--- config.mk ---
export PLATFORM = sky130hd
export DESIGN_NAME = text_cursor_writer
export DESIGN_NICKNAME = d
export VERILOG_FILES = /design/src/rtl/text_cursor_writer.sv
export SDC_FILE = /design/constraint.sdc
export NUM_CORES = 1
export LEC_CHECK = 0
export CAP_MARGIN = 20
export CORE_ASPECT_RATIO = 1.1
export CORE_UTILIZATION = 40
export DETAILED_ROUTE_END_ITERATION = 12
export SETUP_SLACK_MARGIN = 0.15
export SYNTH_ARGS = -nofsm -noshare
export SYNTH_HDL_FRONTEND = slang
export SYNTH_SLANG_ARGS = --single-unit
--- constraint.sdc ---
create_clock -name clock -period 5.3 [get_ports clock]
set_input_delay 1.06 -clock clock [delete_from_list [all_inputs] [get_ports clock]]
set_output_delay 1.06 -clock clock [all_outputs]
set_load 0.1 [all_outputs]
--- src/rtl/text_cursor_writer.sv ---
// Terminal-style character writer: turns an ASCII stream into registered cell writes
// and a cursor highlight for the character memory controller, with a full-screen clear sweep.
module text_cursor_writer #(
  parameter logic [6:0] SPACE      = 7'h20,
  parameter logic [5:0] CLR_COLOUR = 6'b000000
) (
  input  logic       clock,
  input  logic       resetn,
  input  logic       sL,
  input  logic       in_valid,
  output logic       in_ready,
  input  logic [6:0] in_ascii,
  input  logic [5:0] in_colour,
  input  logic       clear_req,
  output logic       busy,
  output logic [6:0] wrx,
  output logic [5:0] wry,
  output logic       wren,
  output logic [6:0] wascii,
  output logic [5:0] wcolour,
  output logic [6:0] hix,
  output logic [5:0] hiy,
  output logic       hien,
  output logic       highlight,
  output logic [6:0] cur_x,
  output logic [5:0] cur_y
);

  typedef enum logic [1:0] {S_CLEAR, S_HL_ON, S_IDLE, S_WRITE} state_t;

  state_t     state, state_n;
  logic       sl_q, sl_q_n;
  logic [6:0] clr_x, clr_x_n;
  logic [5:0] clr_y, clr_y_n;
  logic       clr_done, clr_done_n;
  logic       clr_pend, clr_pend_n;
  logic [6:0] cur_x_n, wrx_n, wascii_n, hix_n;
  logic [5:0] cur_y_n, wry_n, wcolour_n, hiy_n;
  logic       wren_n, hien_n, highlight_n;

  logic       start_clear, emit_clear;
  logic [6:0] cell_x;
  logic [5:0] cell_y;
  logic [6:0] last_x;
  logic [5:0] last_y;
  logic [12:0] step;

  assign last_x   = sl_q ? 7'd39 : 7'd79;
  assign last_y   = sl_q ? 6'd29 : 6'd59;
  assign busy     = (state != S_IDLE);
  assign in_ready = (state == S_IDLE) && !clr_pend && !clear_req && (sL == sl_q);

  // Row-major step forward with wrap to the top-left cell.
  function automatic logic [12:0] fwd(input logic [6:0] x, input logic [5:0] y,
                                      input logic [6:0] lx, input logic [5:0] ly);
    if (x != lx) return {x + 7'd1, y};
    if (y != ly) return {7'd0, y + 6'd1};
    return 13'd0;
  endfunction

  // Step backward; the top-left cell is sticky.
  function automatic logic [12:0] bwd(input logic [6:0] x, input logic [5:0] y,
                                      input logic [6:0] lx);
    if (x != 7'd0) return {x - 7'd1, y};
    if (y != 6'd0) return {lx, y - 6'd1};
    return 13'd0;
  endfunction

  // NOTE: every signal gets a default before the case so no path leaves one unassigned (no latches).
  always_comb begin
    state_n     = state;
    sl_q_n      = sl_q;
    clr_x_n     = clr_x;
    clr_y_n     = clr_y;
    clr_done_n  = clr_done;
    clr_pend_n  = clr_pend;
    cur_x_n     = cur_x;
    cur_y_n     = cur_y;
    wren_n      = 1'b0;
    wrx_n       = wrx;
    wry_n       = wry;
    wascii_n    = wascii;
    wcolour_n   = wcolour;
    hien_n      = 1'b0;
    hix_n       = hix;
    hiy_n       = hiy;
    highlight_n = 1'b0;
    start_clear = 1'b0;
    emit_clear  = 1'b0;
    cell_x      = clr_x;
    cell_y      = clr_y;
    step        = 13'd0;

    case (state)
      S_CLEAR: begin
        if (sL != sl_q) begin
          start_clear = 1'b1;
        end else if (clr_done) begin
          state_n     = S_HL_ON;
          cur_x_n     = 7'd0;
          cur_y_n     = 6'd0;
          hien_n      = 1'b1;
          hix_n       = 7'd0;
          hiy_n       = 6'd0;
          highlight_n = 1'b1;
        end else begin
          emit_clear = 1'b1;
          clr_done_n = (clr_x == last_x) && (clr_y == last_y);
          {clr_x_n, clr_y_n} = fwd(clr_x, clr_y, last_x, last_y);
        end
      end

      S_WRITE: begin
        state_n     = S_HL_ON;
        hien_n      = 1'b1;
        hix_n       = cur_x;
        hiy_n       = cur_y;
        highlight_n = 1'b1;
        if (clear_req) clr_pend_n = 1'b1;
      end

      S_HL_ON: begin
        state_n = S_IDLE;
        if (clear_req) clr_pend_n = 1'b1;
      end

      default: begin  // S_IDLE
        if (clr_pend || clear_req || (sL != sl_q)) begin
          start_clear = 1'b1;
        end else if (in_valid) begin
          // Old cursor loses its highlight whenever the character moves or writes.
          hix_n = cur_x;
          hiy_n = cur_y;
          case (in_ascii)
            7'h0D: begin
              state_n = S_WRITE;
              hien_n  = 1'b1;
              cur_x_n = 7'd0;
            end
            7'h0A: begin
              state_n = S_WRITE;
              hien_n  = 1'b1;
              cur_x_n = 7'd0;
              cur_y_n = (cur_y == last_y) ? 6'd0 : cur_y + 6'd1;
            end
            7'h08: begin
              state_n   = S_WRITE;
              hien_n    = 1'b1;
              step      = bwd(cur_x, cur_y, last_x);
              {cur_x_n, cur_y_n} = step;
              wren_n    = 1'b1;
              {wrx_n, wry_n} = step;
              wascii_n  = SPACE;
              wcolour_n = CLR_COLOUR;
            end
            7'h0C: start_clear = 1'b1;
            default: begin
              if (in_ascii >= 7'h20 && in_ascii <= 7'h7E) begin
                state_n   = S_WRITE;
                hien_n    = 1'b1;
                wren_n    = 1'b1;
                wrx_n     = cur_x;
                wry_n     = cur_y;
                wascii_n  = in_ascii;
                wcolour_n = in_colour;
                {cur_x_n, cur_y_n} = fwd(cur_x, cur_y, last_x, last_y);
              end
            end
          endcase
        end
      end
    endcase

    // A new sweep emits its first cell on the entry edge itself.
    if (start_clear) begin
      state_n    = S_CLEAR;
      sl_q_n     = sL;
      clr_pend_n = 1'b0;
      clr_done_n = 1'b0;
      clr_x_n    = 7'd1;
      clr_y_n    = 6'd0;
      emit_clear = 1'b1;
      cell_x     = 7'd0;
      cell_y     = 6'd0;
    end

    if (emit_clear) begin
      wren_n      = 1'b1;
      wrx_n       = cell_x;
      wry_n       = cell_y;
      wascii_n    = SPACE;
      wcolour_n   = CLR_COLOUR;
      hien_n      = 1'b1;
      hix_n       = cell_x;
      hiy_n       = cell_y;
      highlight_n = 1'b0;
    end
  end

  // NOTE: sequential state uses non-blocking assignments so all registers update together on the edge.
  always_ff @(posedge clock or negedge resetn) begin
    if (!resetn) begin
      state     <= S_CLEAR;
      sl_q      <= 1'b0;
      clr_x     <= 7'd0;
      clr_y     <= 6'd0;
      clr_done  <= 1'b0;
      clr_pend  <= 1'b0;
      cur_x     <= 7'd0;
      cur_y     <= 6'd0;
      wren      <= 1'b0;
      wrx       <= 7'd0;
      wry       <= 6'd0;
      wascii    <= 7'd0;
      wcolour   <= 6'd0;
      hien      <= 1'b0;
      hix       <= 7'd0;
      hiy       <= 6'd0;
      highlight <= 1'b0;
    end else begin
      state     <= state_n;
      sl_q      <= sl_q_n;
      clr_x     <= clr_x_n;
      clr_y     <= clr_y_n;
      clr_done  <= clr_done_n;
      clr_pend  <= clr_pend_n;
      cur_x     <= cur_x_n;
      cur_y     <= cur_y_n;
      wren      <= wren_n;
      wrx       <= wrx_n;
      wry       <= wry_n;
      wascii    <= wascii_n;
      wcolour   <= wcolour_n;
      hien      <= hien_n;
      hix       <= hix_n;
      hiy       <= hiy_n;
      highlight <= highlight_n;
    end
  end

endmodule

==> metrics.md, run 1 <==
| Metric | Value |
|---|---|
| Status | `finished, final reports clean` |
| Mux share of post-synthesis cell area | `1.32%` |
| ANT nets after route | `0` |
| Rows | `40` |
| Cell area after synthesis | `0.00463 mm2` |
| Max FO, Critical Path | `15` |
| CTS Hold Bufs | `0` |
| Drt first-iter violations | `394` |
| CTS clk-pin slew, worst paths | `0.06 ns` |
| Num CTS Buffers | `9` |
| Antenna violations before repair | `0` |
| Later-pin clock latency in the skew report | `0.34 ns` |
| Critical Path RT | `5.56 ns` |
| Path type of the worst min-delay path | `reg -> reg` |
| Number of global-route vias before repair | `4138` |
| Core area | `0.0111 mm2` |
| Die ar. | `0.0120 mm2` |
| Total gr overflow | `0` |
| Post-Synth Adder-Cell Area | `3.78%` |
| Critical Path AT | `4.03 ns` |
| Max Freq | `0.265 GHz` |
| Vias per cell | `5.97` |
| Tmin final | `3.77 ns` |
| GP Congestion | `0.873` |
| Endpoints failing hold | `0` |
| Post-synthesis register bit count | `73` |
| Clk_skew | `0.00913 ns` |
| Layout Nets | `628` |
| WHS | `0.475 ns` |
| Antenna Cells | `0` |
| Leakage power total | `0.00225 uW` |
| DR pass1 iterations | `5` |
| Post-detail-place hpwl | `10100 um` |
| Layout cells sized above 1 | `7.67%` |
| Vias | `4457` |
| Clock root buffer | `clkbuf_16` |
| CTS Buffer Depth | `2` |
| Register area share after synthesis | `39.4%` |
| Pwr Density | `394 mW/mm2` |
| Post-Synth XOR/XNOR Area | `2.05%` |
| Ys flop type | `dfrtp_1` |
| Placed standard-cell area | `0.00542 mm2` |
| Synth Area in Simple Gates | `22.6%` |
| RSZ-0062 raised after global routing | `false` |
| Area delta synth->final | `23.7%` |
| First-pass GRT wire length | `22700 um` |
| Syn Nets | `571` |
| Die height | `115 um` |
| Slew Viols, Final | `0` |
| Yosys Warn Count | `0` |
| Clk sink count | `73` |
| Routed Wire Length | `14000 um` |
| Main combinational cell family by area after synthesis | `compound AO/OA/AOI/OAI gates` |
| Total power | `2260 uW` |
| Fillers | `1089` |
| EDFF count, synth | `0` |
| GRT Overall Usage | `24.2%` |
| Setup-violating endpoint count in the final report | `0` |
| VDD IR-drop max | `236 uV` |
| Commonest cells after routing, fill and taps aside | `73 x dfrtp_1, 72 x clkdlybuf4s50_1, 67 x nand2_1, 45 x a21oi_1, 43 x nor2_1` |
| Startpoint Class | `input port` |
| Compound-Gate Fraction of Synth Area | `26.5%` |
| Max_slew headroom | `33.8%` |
| Area leader, netlist | `dfrtp_1` |
| Port Buffers | `74` |
| Cell variety after synth | `68` |
| Final setup TNS | `0 ns` |
| Max Cap Viol | `0` |
| Setup bufs post-CTS | `0` |
| Avg Synthesized Cell Area | `8.60 um2` |
| Largest cells by area after synthesis | `dfrtp_1 39%, nand2_1 5.4%, a21oi_1 4.9%` |
| CP Class | `in -> reg` |
| Synth async-reset ratio | `100%` |
| Period utilization | `71.1%` |
| Post-CTS sizing | `0` |
| DRC | `0` |
| CTS H-Tree Depth | `3` |
| I/O pins | `75` |
| Largest net degree at the start of global routing | `74` |
| Worst slew pin tran | `0.989 ns` |
| Post-DR wirelength/cell | `18.8 um` |
| Most common cell after layout, fill and taps aside | `dfrtp_1` |
| Synthesized netlist cell count | `539` |
| Post-synth top area share | `39.4%` |
| Critical path endpoint category | `flip-flop` |
| Die Width | `105 um` |
| CTS tree | `built` |
| Starting Density | `41.7%` |
| Finished Cell Area | `0.00573 mm2` |
==> cells in the mapped netlist, types with 9 or more instances <==
| cell type | instances |
|---|---|
| dfrtp_1 | 73 |
| nand2_1 | 67 |
| a21oi_1 | 45 |
| nor2_1 | 43 |
| o21ai_0 | 39 |
| clkbuf_1 | 24 |
| nor3_1 | 17 |
| a22oi_1 | 16 |
| ha_1 | 14 |
| inv_1 | 14 |
| nand3_1 | 13 |
| o21ai_1 | 11 |
| nand4_1 | 10 |
| a22o_1 | 9 |
==> worst max-delay path, stage by stage <==
cell and delay [ns]:
clkdlybuf4s50_1 0.53, or4b_1 0.73, o311a_4 0.44, o21ai_2 0.57, nor2_2 0.20, inv_2 0.25, o21ai_0 0.11, a21oi_1 0.13
==> routing by layer <==
| metal | track usage, % | vias to the layer above | routed length, um |
|---|---|---|---|
| met3 | 3.85 | 19 | 773 |
| li1 | - | 2111 | - |
| met2 | 37.7 | 165 | 6540 |
| met5 | 0 | - | 0 |
| met1 | 34.4 | 2162 | 6470 |
| met4 | 8.08 | 0 | 257 |
==> metrics by stage <==
step                      utilization (%)  worst slack, ns  cells
after CTS                            51.4             1.57    745
after detailed placement             48.8             1.22    730
final                                51.6             1.53    747
after global placement               48.8             1.29    730
after global routing                 51.6             1.43    747
after floorplan                         -             2.02    539
==> flip-flops by register name (all words and copies together) (netlist names) <==
signal and count:
clr_x 7, cur_x 7, hix 7, wascii 7
wrx 7, clr_y 6, cur_y 6, hiy 6
wcolour 6, wry 6, state 2, clr_done 1
clr_pend 1, hien 1, highlight 1, sl_q 1
wren 1
==> cell families (layout without fill, tap and decap cells) <==
kind of cell               after synthesis  in the layout
xor gates and xnor gates                10             10
AOI/OAI and AO/OA                      183            183
muxes                                    6              6
DFF                                     73             73
and+or+nand+nor                        206            206
adders and majority gates               14             14
buffers and inverters                   47            108
==> power by group <==
part | total (uW) | switching [uW] | internal (uW)
registers | 702 | 75.6 | 626
logic | 953 | 712 | 241
clock network | 601 | 242 | 359
total | 2260 | 1030 | 1230
==> worst paths after layout <==
path,from,to,slack (ns),depth (start not counted)
min in group asynchronous,resetn,wcolour[4]$_DFFE_PN0P_,0.87,1
worst min register to register,hix[1]$_DFFE_PN0P_,hix[1]$_DFFE_PN0P_,0.47,2
max in group asynchronous,resetn,wrx[6]$_DFFE_PN0P_,3.81,1
worst max-delay path,in_ascii[6],wry[3]$_DFFE_PN0P_,1.53,8
worst min-delay path,hix[1]$_DFFE_PN0P_,hix[1]$_DFFE_PN0P_,0.47,2
worst max register to register,state[0]$_DFFE_PN0P_,wry[3]$_DFFE_PN0P_,2.23,9
==> cell type report <==
class                   count  area [um2]  share of cell area [%]
clock buffers               9         225                    3.93
clock inverters             6        60.1                    1.05
inverters                  15        56.3                   0.982
multi-input cells         419        2610                    45.5
flip-flops and latches     73        1830                    31.9
well taps                 147         184                    3.21
repair buffers             78         773                    13.5
Power figures use the tool's default switching activity.
==> run 2, diff against run 1 <==
==> constraint.sdc (replaced) <==
create_clock -name clock -period 3.5 [get_ports clock]
set_input_delay 0.7 -clock clock [delete_from_list [all_inputs] [get_ports clock]]
set_output_delay 0.7 -clock clock [all_outputs]
set_load 0.1 [all_outputs]
==> metrics.md, run 2 (same netlist as run 1, synthesis figures left out) <==
| Metric | Value |
|---|---|
| First-pass GRT wire length | `22600 um` |
| Layout cells sized above 1 | `13.7%` |
| Commonest cells after routing, fill and taps aside | `73 x dfrtp_1, 67 x nand2_1, 58 x clkdlybuf4s50_1, 45 x a21oi_1` |
| Total power | `3470 uW` |
| Area delta synth->final | `27.3%` |
| Setup WS pre-CTS | `0.264 ns` |
| Antenna Cells | `0` |
| Finished Cell Area | `0.00590 mm2` |
| VDD IR-drop max | `417 uV` |
| Clock root buffer | `clkbuf_16` |
| PnR worst setup slack | `0.565 ns` |
| Die height | `115 um` |
| Path type of the worst min-delay path | `reg -> reg` |
| DR pass1 iterations | `6` |
| Status | `finished, final reports clean` |
| Post-DR wirelength/cell | `18.1 um` |
| Final setup TNS | `0 ns` |
| Sw Share | `45.2%` |
| Max_slew headroom | `34.4%` |
| Max Freq | `0.341 GHz` |
| Clk_skew | `0.00505 ns` |
| I/O pins | `75` |
| ANT nets after route | `0` |
| Max FO, Critical Path | `7` |
| RSZ-0062 raised after global routing | `false` |
| Clock share of power | `25.7%` |
| Period utilization | `83.9%` |
| Placed standard-cell area | `0.00560 mm2` |
| GRT Overall Usage | `24.0%` |
| CTS Hold Bufs | `0` |
| Endpoints failing hold | `0` |
| CTS clk-pin slew, worst paths | `0.06 ns` |
| Antenna violations before repair | `0` |
| Critical Path AT | `3.17 ns` |
| Setup-violating endpoint count in the final report | `0` |
| Vias | `4529` |
| Starting Density | `41.7%` |
| Pwr Density | `589 mW/mm2` |
| Layout Nets | `653` |
| Port Buffers | `74` |
| Internal power | `1900 uW` |
| CTS tree | `built` |
| Rows | `40` |
| Num CTS Buffers | `9` |
| Max Cap Viol | `0` |
| Clk sink count | `73` |
| Later-pin clock latency in the skew report | `0.34 ns` |
| Most common cell after layout, fill and taps aside | `dfrtp_1` |
| Final Util | `53.1%` |
| Drt first-iter violations | `271` |
| Worst slew pin tran | `0.981 ns` |
| Die ar. | `0.0120 mm2` |
| CP Class | `in -> reg` |
| Total gr overflow | `0` |
| Die Width | `105 um` |
| CTS H-Tree Depth | `3` |
| Slew Viols, Final | `0` |
| Comb pwr share | `44.6%` |
| Core area | `0.0111 mm2` |
| Vias per cell | `5.86` |
| Critical Path RT | `3.73 ns` |
| Startpoint Class | `input port` |
| GP Congestion | `0.871` |
| Routed Wire Length | `14000 um` |
| Leakage power total | `0.00239 uW` |
| Post-CTS sizing | `0` |
| Number of global-route vias before repair | `4300` |
| Tmin final | `2.94 ns` |
| Largest net degree at the start of global routing | `74` |
| DRC | `0` |
| Reg power frac | `29.7%` |
| Post-detail-place hpwl | `10400 um` |
| CTS Buffer Depth | `2` |
| Critical path endpoint category | `flip-flop` |
| Setup bufs post-CTS | `0` |
| Sw Pwr | `1570 uW` |
-- run 2: cell count changes in the layout (fill, tap and decap cells not counted), sizes merged --
cell	before	now
clkinv	3	2
buf	6	45
inv	15	16
bufinv	1	0
clkdlybuf4s50	72	58
clkbuf	9	11
-- run 2: per-layer routing --
metal | routed length [um] | global-route usage, % | part of all wire [%] | vias up
met3 | 700 | 2.72 | 5.0 | 22
met2 | 6550 | 38.9 | 47 | 155
met5 | 0 | 0 | 0 | -
li1 | - | - | - | 2155
met4 | 278 | 9.58 | 2.0 | 0
met1 | 6470 | 33.0 | 46 | 2197
-- run 2: worst paths after layout --
| kind | slack [ns] | from | endpoint | cells past startpoint |
|---|---|---|---|---|
| setup / recovery | 0.56 | in_ascii[6] | clr_y[5]$_DFFE_PN0P_ | 7 |
| hold / removal | 0.48 | hix[5]$_DFFE_PN0P_ | hix[5]$_DFFE_PN0P_ | 2 |
| setup reg to reg | 0.86 | cur_x[1]$_DFFE_PN0P_ | wrx[3]$_DFFE_PN0P_ | 9 |
| max in group asynchronous | 2.40 | resetn | clr_done$_DFFE_PN0P_ | 1 |
| hold reg to reg | 0.48 | hix[5]$_DFFE_PN0P_ | hix[5]$_DFFE_PN0P_ | 2 |
| min in group asynchronous | 0.50 | resetn | wcolour[2]$_DFFE_PN0P_ | 1 |
-- run 2: power by group through the flow --
| stage | Clock [uW] | Sequential [uW] | Combinational (uW) |
|---|---|---|---|
| floorplan | 0 | 1570 | 546 |
| global placement | 0 | 1050 | 1520 |
| detailed placement | 0 | 1050 | 1530 |
| CTS | 910 | 1030 | 1530 |
| global route | 945 | 1050 | 1640 |
| finish | 894 | 1030 | 1550 |
-- run 2: final cells by class --
| cell class | count | area [um2] |
|---|---|---|
| clock buffer | 11 | 253 |
| timing repair buffer | 103 | 938 |
| tap | 147 | 184 |
| inverter | 15 | 56.3 |
| multi-input combinational | 419 | 2610 |
| fill | 1086 | 5210 |
| clock inverter | 5 | 37.5 |
| sequential | 73 | 1830 |
-- run 2: worst max-delay path: stages --
cell and delay, ns:
clkdlybuf4s50_1 0.54, or4b_1 0.63, o311ai_0 0.58, nand2b_1 0.14
o21ai_1 0.24, o21ai_1 0.14, a21o_1 0.19
-- run 2: metrics by stage --
stage / hold WS [ns] / cells
after floorplan: 0.404 / 539
after global placement: 0.463 / 756
after detailed placement: 0.468 / 756
after CTS: 0.482 / 772
after global routing: 0.516 / 773
final: 0.478 / 773
==> run 3, diff against run 2 <==
==> constraint.sdc (replaced) <==
create_clock -name clock -period 3.1 [get_ports clock]
set_input_delay 0.62 -clock clock [delete_from_list [all_inputs] [get_ports clock]]
set_output_delay 0.62 -clock clock [all_outputs]
set_load 0.1 [all_outputs]
==> metrics.md, run 3 (same netlist as run 1, synthesis figures left out) <==
| Metric | Value |
|---|---|
| Total power | `4020 uW` |
| Crit path largest cell delay | `0.50 ns` |
| Layout cells sized above 1 | `22.7%` |
| Final std cells w/o fill | `790` |
| Later-pin clock latency in the skew report | `0.35 ns` |
| DRC | `0` |
| Vias | `4642` |
| Metal2 WL | `6870 um` |
| Post-CTS sizing | `0` |
| Fillers | `1058` |
| Critical path endpoint category | `primary output` |
| WHS | `0.408 ns` |
| Path type of the worst min-delay path | `in -> async` |
| CTS H-Tree Depth | `3` |
| Met3 WL | `813 um` |
| Largest net degree at the start of global routing | `74` |
| Max Cap Viol | `0` |
| Max_slew headroom | `38.3%` |
| Core area | `0.0111 mm2` |
| Period utilization | `87.9%` |
| Vias per cell | `5.88` |
| VDD IR-drop max | `451 uV` |
| R2R cell count | `6` |
| Die ar. | `0.0120 mm2` |
| RSZ-0062 raised after global routing | `false` |
| Starting Density | `41.7%` |
| Finished Cell Area | `0.00596 mm2` |
| Max Freq | `0.367 GHz` |
| Num CTS Buffers | `9` |
| Reg-to-reg slack, setup | `0.52 ns` |
| Total gr overflow | `0` |
| Drt first-iter violations | `432` |
| CP Cell Sequence | `clkdlybuf4s50_1 -> xnor2_2 -> buf_4 -> and3_1 -> buf_12` |
| Clk_skew | `0.00926 ns` |
| Port Buffers | `74` |
| Status | `finished, final reports clean` |
| Layout Nets | `671` |
| Clk sink count | `73` |
| Area delta synth->final | `28.5%` |
| Worst r2r src | `cur_x[2]$_DFFE_PN0P_` |
| CTS Buffer Depth | `2` |
| CTS Hold Bufs | `0` |
| Setup-violating endpoint count in the final report | `0` |
| Antenna Cells | `0` |
| Number of global-route vias before repair | `4376` |
| Die Width | `105 um` |
| Antenna violations before repair | `0` |
| Post-detail-place hpwl | `11000 um` |
| Max FO, Critical Path | `7` |
| Pwr Density | `675 mW/mm2` |
| Worst slew pin tran | `0.925 ns` |
| Die height | `115 um` |
| I/O pins | `75` |
| GP Congestion | `0.915` |
| Worst path slowest cell | `clkdlybuf4s50_1` |
| GRT Overall Usage | `25.6%` |
| Top sig layer | `met4` |
| Tmin final | `2.73 ns` |
| CP Class | `in -> out` |
| Critical path origin | `sL` |
| Routed Wire Length | `14600 um` |
| Clock root buffer | `clkbuf_16` |
| Final setup TNS | `0 ns` |
| Rows | `40` |
| R2r endpoint | `wry[2]$_DFFE_PN0P_` |
| Critical Path AT | `2.11 ns` |
| ANT nets after route | `0` |
| Leakage power total | `0.00256 uW` |
| DR pass1 iterations | `5` |
| Critical Path RT | `2.48 ns` |
| Endpoints failing hold | `0` |
| Placed cells | `774` |
| Placed standard-cell area | `0.00565 mm2` |
| First-pass GRT wire length | `23900 um` |
| Commonest cells after routing, fill and taps aside | `101 x buf_4, 73 x dfrtp_1, 67 x nand2_1, 44 x a21oi_1, 43 x nor2_1` |
| Post-DR wirelength/cell | `18.5 um` |
| Slew Viols, Final | `0` |
| M1 wire length | `6650 um` |
| CTS clk-pin slew, worst paths | `0.06 ns` |
| Most common cell after layout, fill and taps aside | `buf_4` |
| Startpoint Class | `input port` |
| Setup bufs post-CTS | `0` |
| CTS tree | `built` |
run 3: worst max-delay path by stage:
stage,endpoint,slack [ns],depth (start not counted)
2_1_floorplan,wry[2]$_DFFE_PN0P_,0.29,9
4_1_cts,hix[4]$_DFFE_PN0P_,0.17,7
3_5_place_dp,hix[4]$_DFFE_PN0P_,-0.16,7
5_1_grt,wry[2]$_DFFE_PN0P_,0.28,6
3_3_place_gp,hix[5]$_DFFE_PN0P_,0.006,7
6_report,in_ready,0.37,5
run 3: through the flow:
step | utilization, % | worst slack (ns)
3_3_place_gp | 50.9 | 0.00600
5_1_grt | 53.6 | 0.278
6_report | 53.6 | 0.374
2_1_floorplan | - | 0.291
4_1_cts | 53.4 | 0.170
3_5_place_dp | 50.9 | -0.159
run 3: cell type report:
class	count	area [um2]	area share, %
Multi-Input combinational cell	419	2610	43.8
Sequential cell	73	1830	30.7
Timing Repair Buffer	121	993	16.7
Clock buffer	9	225	3.78
Tap cell	147	184	3.09
Clock inverter	6	60.1	1.01
Inverter	15	56.3	0.945
run 3: where the power goes:
| group | leakage, uW | total (uW) | internal (uW) | switching [uW] |
|---|---|---|---|---|
| Clock | 0.000137 | 1040 | 614 | 425 |
| Combinational | 0.00145 | 1800 | 527 | 1270 |
| Sequential | 0.000975 | 1190 | 1070 | 118 |
run 3: critical path, delay by kind of cell:
kind	cells	cell delay (ns)
buf+inv	3	0.89
xor+xnor	1	0.39
simple gates	1	0.21
run 3: metal layers:
layer / vias up / GRT usage [%]
met5: - / 0
met4: 0 / 9.67
met3: 23 / 2.89
met2: 155 / 41.6
met1: 2274 / 35.4
li1: 2190 / -
